## src/rtl/parallel_in_parallel_out_pipo_8_bit_if.sv

```systemverilog
// Data bus of the PIPO holding register: the word to capture and its registered copy.
interface parallel_in_parallel_out_pipo_8_bit_if #(
    parameter int WIDTH = 8
);
    logic [WIDTH-1:0] Parallel_Data_In;
    logic [WIDTH-1:0] Parallel_Data_Out;

    modport master (
        output Parallel_Data_In,
        input  Parallel_Data_Out
    );

    modport slave (
        input  Parallel_Data_In,
        output Parallel_Data_Out
    );
endinterface

```

## src/rtl/parallel_in_parallel_out_pipo_8_bit.sv

```systemverilog
// One-cycle parallel-in/parallel-out holding register: captures the whole word on
// every rising edge and clears asynchronously while reset is high.
module parallel_in_parallel_out_pipo_8_bit #(
    parameter int WIDTH = 8
) (
    input  logic                                   Clk_In,
    input  logic                                   Reset_In,
    parallel_in_parallel_out_pipo_8_bit_if.slave   pipo_bus
);

    logic [WIDTH-1:0] data_q;

    // Reset dominates any edge, so an edge seen while Reset_In is high never loads.
    always_ff @(posedge Clk_In or posedge Reset_In) begin
        if (Reset_In) begin
            data_q <= '0;
        end else begin
            data_q <= pipo_bus.Parallel_Data_In;
        end
    end

    assign pipo_bus.Parallel_Data_Out = data_q;

endmodule

```

## src/flat_wrapper.sv

```systemverilog
// flat-port wrapper written by rule: the top's interface ports become plain ports
module parallel_in_parallel_out_pipo_8_bit_flat 
#(
    parameter int WIDTH = 8
)
  (Clk_In, Reset_In, pipo_bus_Parallel_Data_In, pipo_bus_Parallel_Data_Out);
  parallel_in_parallel_out_pipo_8_bit_if #(.WIDTH(WIDTH)) pipo_bus_i ();
  input  logic Clk_In;
  input  logic Reset_In;
  input wire logic [$bits(pipo_bus_i.Parallel_Data_In)-1:0] pipo_bus_Parallel_Data_In;
  output wire logic [$bits(pipo_bus_i.Parallel_Data_Out)-1:0] pipo_bus_Parallel_Data_Out;
  assign pipo_bus_i.Parallel_Data_In = pipo_bus_Parallel_Data_In;
  assign pipo_bus_Parallel_Data_Out = pipo_bus_i.Parallel_Data_Out;
  parallel_in_parallel_out_pipo_8_bit #(.WIDTH(WIDTH)) u_core (.Clk_In(Clk_In), .Reset_In(Reset_In), .pipo_bus(pipo_bus_i));
endmodule
```

## config.mk

```make
export PLATFORM = sky130hd
export DESIGN_NAME = parallel_in_parallel_out_pipo_8_bit_flat
export DESIGN_NICKNAME = d
export VERILOG_FILES = /design/src/rtl/parallel_in_parallel_out_pipo_8_bit_if.sv /design/src/rtl/parallel_in_parallel_out_pipo_8_bit.sv /design/src/flat_wrapper.sv
export SDC_FILE = /design/constraint.sdc
export NUM_CORES = 1
export LEC_CHECK = 0
export ABC_AREA = 1
export BUFFER_PORTS_ARGS = -buffer_cell sky130_fd_sc_hd__buf_2
export CAP_MARGIN = 10
export CORE_AREA = 4 4 41 43
export DETAILED_ROUTE_END_ITERATION = 10
export DIE_AREA = 0 0 45 47
export PLACE_DENSITY = 0.36
export SLEW_MARGIN = 25
export SYNTH_ARGS = -nofsm -noshare
export SYNTH_HDL_FRONTEND = slang
export SYNTH_SLANG_ARGS = --single-unit
```

## constraint.sdc

```tcl
create_clock -name Clk_In -period 0.8 [get_ports Clk_In]
set_clock_uncertainty 0.15 [all_clocks]
set_input_delay 0.04 -clock Clk_In [delete_from_list [all_inputs] [get_ports Clk_In]]
set_output_delay 0.04 -clock Clk_In [all_outputs]
set_load 0.005 [all_outputs]
```

==> run metrics, run 1 <==
wire per inst=8.736 µm; Die Y=47 µm; postcts setup bufs=0; Die Area=0.002115 mm²; Mapped Nets=19; synth warn=0; Reg area=200.2 µm²; fill count=148; crit start category=register; CP bufs+invs=1; Tot Pwr=811.3 µW; Final Critical Period=0.9137 ns; Syn Std Cell Area=203.9 µm²; RSZ-0062 raised after global routing=yes; gate family responsible for the most delay along the worst path=flip-flops; Clock Tree Buf Depth=2; failing checks=negative setup slack; Synth Area in Adders=0%; Final period util=114.2%; simple-gate share of the synthesized area=0%; worst-margin pin slew=0.2825 ns; initial antenna violation count=0; Placer Congestion=0.5064; # resized after CTS=0; Nets=50; grt met1 use=5.412%; vias in the first global route=187; crit path capture type=output pin; row count=13; Yosys reg bits=8; CP Max Fanout=1; diode count=0; total gr overflow=0; clock-pin slew on the worst setup and hold paths=0.05 ns; final core utilization=32.31%; Worst Setup Slack, final=-0.1137 ns; number of vias per cell=3.302; max_cap viols=0; met2 GRT Util=8.192%; worst vdd ir=960.2 µV; final-report hold violation count=0; CP max stage cell=dfrtp_1; CTS tree=yes; # IOs=18; via count=175; final wirelength=463 µm; clock sinks=8; met3 Usage GRT=7.280%; # port buffers=17; Worst Hold Class=in -> async; worst relative slew slack=81.15%; Die Width=45 µm; clock root buffer=clkbuf_4; commonest non-fill, non-tap cell in the layout=buf_2; largest net degree at the start of global routing=9; CTS H-tree lvls=1; Final setup viols=8; Synth Area in XOR/XNOR=0%; Yosys cell types=2; DRC Markers=0; core area=0.001301 mm²; Worst Path Arrival=0.72 ns; Hold Slack=0.1151 ns; Layout area overhead=106.1%; Slew Viols, Final=0; Starting DRT DRC Count=0; leading area contributor after synthesis=dfrtp_1; first-pass GRT wire length=772 µm; sequential fraction of the synthesis area=98.16%; WP data required=0.61 ns; mean post-synth cell area=22.66 µm²; GRT Util Overall=5.915%; max incr delay on CP=0.35 ns; outcome=finished with violations; Synth area leaders=dfrtp_1, inv_1; cts bufs inserted=3; first drt pass iteration count=1; FMAX=1094 MHz; critical path, cell by cell=buf_2; commonest cells after routing, fill and taps aside=buf_2, dlygate4sd3_1, dfrtp_1, clkbuf_4, inv_1; PwrDens=1930 mW/mm²; Synth Instances=9; Compound-Gate Fraction of Synth Area=0%; largest family of logic cells by synthesized area=buffers and inverters; hpwl dp=352.1 µm; Static Leak=0.2168 nW; Antenna Nets Post-Route=0; max reg flops=8; Synth top area share=98.16%; Most Used Layer, Global Route=met2; Multi-In Gates=0; share of layout cells above drive strength 1=52.63%; post-synthesis mux area share=0%; kind of critical path=reg -> out; Initial Utilization=15.67%; Multi-input gate area=0 µm²
## power by group
group	leakage, nW	switching, mW	internal (mW)	total (mW)
Sequential	0.0932	0.00364	0.425	0.429
Combinational	0.110	0.0272	0.0573	0.0844
Clock	0.0138	0.127	0.171	0.298
Total	0.217	0.158	0.654	0.811
## what timing repair did
action,4_1_cts,5_1_grt
hold buffers,9,0
endpoints found under the hold margin,16,0
endpoints found under the setup margin,8,8
## metrics by stage
step | cells | cell area (µm²) | setup WS (ns) | setup TNS (ns)
after floorplan | 9 | 203.9 | 0.2607 | 0
after global placement | 41 | 307.8 | 0.1511 | 0
after detailed placement | 41 | 307.8 | 0.1466 | 0
after CTS | 53 | 420.4 | -0.1340 | -0.9773
after global routing | 53 | 420.4 | -0.1701 | -1.179
final | 53 | 420.4 | -0.1137 | -0.8409
## metal layers
metal  up-vias  wire length, µm
met2        12              240
li1         84                -
met3         0               81
met1        79              141
met4         0                0
met5         -                0
## final cells by class
type | instances | area share [%]
sequential | 8 | 47.62
timing repair buffer | 26 | 41.67
clock buffer | 3 | 5.357
tap | 15 | 4.464
inverter | 1 | 0.8929
## synth_stat cells
library cell,instances
inv_1,1
dfrtp_1,8
## cell families (layout without fill, tap and decap cells)
| kind of cell | after synthesis | in the layout |
|---|---|---|
| flip-flops | 8 | 8 |
| buffers and inverters | 1 | 30 |
## worst max path at each step
| stage | startpoint | to | slack, ns | depth (start not counted) |
|---|---|---|---|---|
| 2_1_floorplan | u_core.pipo_bus.Parallel_Data_Out[0] | pipo_bus_Parallel_Data_Out[0] | 0.26 | 0 |
| 3_3_place_gp | u_core.pipo_bus.Parallel_Data_Out[4] | pipo_bus_Parallel_Data_Out[4] | 0.15 | 1 |
| 3_5_place_dp | u_core.pipo_bus.Parallel_Data_Out[4] | pipo_bus_Parallel_Data_Out[4] | 0.15 | 1 |
| 4_1_cts | u_core.pipo_bus.Parallel_Data_Out[4] | pipo_bus_Parallel_Data_Out[4] | -0.13 | 1 |
| 5_1_grt | u_core.pipo_bus.Parallel_Data_Out[4] | pipo_bus_Parallel_Data_Out[4] | -0.17 | 1 |
| 6_report | u_core.pipo_bus.Parallel_Data_Out[4] | pipo_bus_Parallel_Data_Out[4] | -0.11 | 1 |
Note: power is estimated with default switching activity, not from simulation.
==> run 2, diff against run 1 <==
--- a/config.mk
+++ b/config.mk
@@ -8,9 +8,9 @@
 export ABC_AREA = 1
 export BUFFER_PORTS_ARGS = -buffer_cell sky130_fd_sc_hd__buf_2
 export CAP_MARGIN = 10
-export CORE_AREA = 4 4 41 43
+export CORE_AREA = 2 2 39 41
 export DETAILED_ROUTE_END_ITERATION = 10
-export DIE_AREA = 0 0 45 47
+export DIE_AREA = 0 0 41 43
 export PLACE_DENSITY = 0.36
 export SLEW_MARGIN = 25
 export SYNTH_ARGS = -nofsm -noshare
==> constraint.sdc (replaced) <==
create_clock -name Clk_In -period 0.8 [get_ports Clk_In]
set_clock_uncertainty 0.15 [all_clocks]
set_input_delay 0.08 -clock Clk_In [delete_from_list [all_inputs] [get_ports Clk_In]]
set_output_delay 0.08 -clock Clk_In [all_outputs]
set_load 0.005 [all_outputs]
==> run 2 against run 1 <==
Compared with the run above: the flow still finishes with violations (negative setup slack); fmax shrank 3.8%; global-route usage grew 1.3 points; clock power shrank 3%; count of clock-buffer cells in the layout is the same; sequential share of layout area shrank 0.14 points; total power shrank 0.87%; die area shrank 17%; first-iteration DRC count is the same; sequential power is essentially flat; critical endpoint is now pipo_bus_Parallel_Data_Out[6]; largest power group unchanged.
==> run metrics, run 2 (synthesis results as in run 1) <==
final-report hold violation count=0 (unchanged); worst-margin pin slew=0.2808 ns (-0.001686 ns); final instance area=421.7 µm² (+0.30%); Final period util=118.7% (+4.5 points); Placer Congestion=0.5446 (+7.5%); Worst Setup Slack, final=-0.1499 ns (-0.03617 ns); dpl cell area=309.0 µm² (+0.41%); diode count=0 (unchanged); total gr overflow=0 (unchanged); commonest non-fill, non-tap cell in the layout=buf_2; Die Width=41 µm (-8.9%); via count=177 (+1.1%); first-pass GRT wire length=696 µm (-9.8%); initial antenna violation count=0 (unchanged); first drt pass iteration count=1 (unchanged); Slew Viols, Final=0 (unchanged); gate family responsible for the most delay along the worst path=flip-flops; Layout area overhead=106.7%; clock sinks=8 (unchanged); Multi-In Gates=0 (unchanged); clock share of power=36.0% (-0.7 points); internal power=653.4 µW (about the same); clock root buffer=clkbuf_4; wire per inst=8.130 µm (-6.9%); Worst Hold Class=in -> async; Worst Path Arrival=0.72 ns (about the same); combinational share of power=10.5% (about the same); FMAX=1053 MHz (-3.8%); Sw Ratio=18.75% (-0.68 points); final wirelength=439 µm (-5.2%); worst relative slew slack=81.26% (+0.11 points); max_cap viols=0 (unchanged); kind of critical path=reg -> out; Starting DRT DRC Count=0 (unchanged); CTS tree=yes; Initial Utilization=14.74% (-0.94 points); Nets=50 (unchanged); PwrDens=1907 mW/mm² (-1.2%); CP max stage cell=dfrtp_1; fill count=145 (-2.0%); CP bufs+invs=1 (unchanged); share of layout cells above drive strength 1=52.63% (unchanged); Multi-input gate area=0 µm² (unchanged); clock-pin slew on the worst setup and hold paths=0.05 ns (about the same); outcome=finished with violations; CTS H-tree lvls=1 (unchanged); Static Leak=0.2168 nW (unchanged); vias in the first global route=179 (-4.3%); Switching Power=150.8 µW (-4.3%); postcts setup bufs=0 (unchanged); # resized after CTS=0 (unchanged); Layout Cells excl Fill=54 (+1.9%); failing checks=negative setup slack; worst vdd ir=535.7 µV (-44%); commonest cells after routing, fill and taps aside=buf_2, dlygate4sd3_1, dfrtp_1, clkbuf_4, inv_1; # port buffers=17 (unchanged); Antenna Nets Post-Route=0 (unchanged); Reg power frac=53.5% (+0.6 points); GRT Util Overall=7.215% (+1.3 points); number of vias per cell=3.278 (-0.73%); # IOs=18 (unchanged); Reg area=200.2 µm² (unchanged); core area=0.001384 mm² (+6.3%); critical path, cell by cell=buf_2; DRC Markers=0 (unchanged); CP Max Fanout=1 (unchanged); cts bufs inserted=3 (unchanged); Die Area=0.001763 mm² (-17%); largest net degree at the start of global routing=9 (unchanged); placed cell count=42 (+2.4%); Hold Slack=0.1641 ns (+0.04907 ns); max reg flops=8 (unchanged); RSZ-0062 raised after global routing=yes; hpwl dp=346.4 µm (-1.6%); Final Critical Period=0.9499 ns (+0.03617 ns); max incr delay on CP=0.36 ns (about the same); Final setup viols=8 (unchanged); crit path capture type=output pin; Die Y=43 µm (-8.5%); WP data required=0.57 ns (-0.04 ns); Clock Tree Buf Depth=2 (unchanged); row count=14 (+1); crit start category=register
## run 2: cell counts in the layout (fill, tap and decap cells not counted)
No cell type changed its count.
## run 2: repair_timing
| item | CTS | global route |
|---|---|---|
| hold buffers | 9 | 0 |
| setup endpoints to repair | 8 | 8 |
| cloned | 0 | 0 |
| endpoints found under the hold margin | 16 | 0 |
## run 2: how the worst max path moves through the flow
stage / startpoint / to / slack [ns] / cells past startpoint
after floorplan: u_core.pipo_bus.Parallel_Data_Out[0] / pipo_bus_Parallel_Data_Out[0] / 0.22 / 0
after global placement: u_core.pipo_bus.Parallel_Data_Out[6] / pipo_bus_Parallel_Data_Out[6] / 0.10 / 1
after detailed placement: u_core.pipo_bus.Parallel_Data_Out[6] / pipo_bus_Parallel_Data_Out[6] / 0.10 / 1
after global routing: u_core.pipo_bus.Parallel_Data_Out[3] / pipo_bus_Parallel_Data_Out[3] / -0.20 / 1
final: u_core.pipo_bus.Parallel_Data_Out[6] / pipo_bus_Parallel_Data_Out[6] / -0.15 / 1
after CTS: u_core.pipo_bus.Parallel_Data_Out[6] / pipo_bus_Parallel_Data_Out[6] / -0.17 / 1
## run 2: per-stage QoR
stage | setup TNS (ns) | utilization, % | power (mW) | setup WS [ns]
final | -1.157 | 30.47 | 0.8042 | -0.1499
after global routing | -1.521 | 30.47 | 0.8669 | -0.2018
after CTS | -1.271 | 30.47 | 0.8233 | -0.1669
after detailed placement | 0 | 22.33 | 0.4900 | 0.1042
after global placement | 0 | 22.33 | 0.4885 | 0.1040
after floorplan | 0 | - | 0.4473 | 0.2207
## run 2: layer usage
layer | wire length, µm | part of all wire (%) | GRT usage [%] | vias up
met1 | 183 | 42 | 7.023 | 77
li1 | - | - | - | 85
met5 | 0 | 0 | 0 | -
met4 | 9 | 2.1 | 10.00 | 0
met2 | 171 | 39 | 8.125 | 13
met3 | 74 | 17 | 4.712 | 2
## run 2: power by group through the flow
stage	logic, mW	registers, mW	clock network (mW)
after floorplan	0.00631	0.441	0
after global placement	0.0519	0.437	0
after detailed placement	0.0529	0.437	0
after CTS	0.0869	0.430	0.306
after global routing	0.0953	0.432	0.339
final	0.0845	0.430	0.290
## run 2: final cells by class
cell class / instances / area share, %
well taps: 16 / 4.748
flip-flops and latches: 8 / 47.48
repair buffers: 26 / 41.54
clock buffers: 3 / 5.341
inverters: 1 / 0.8902
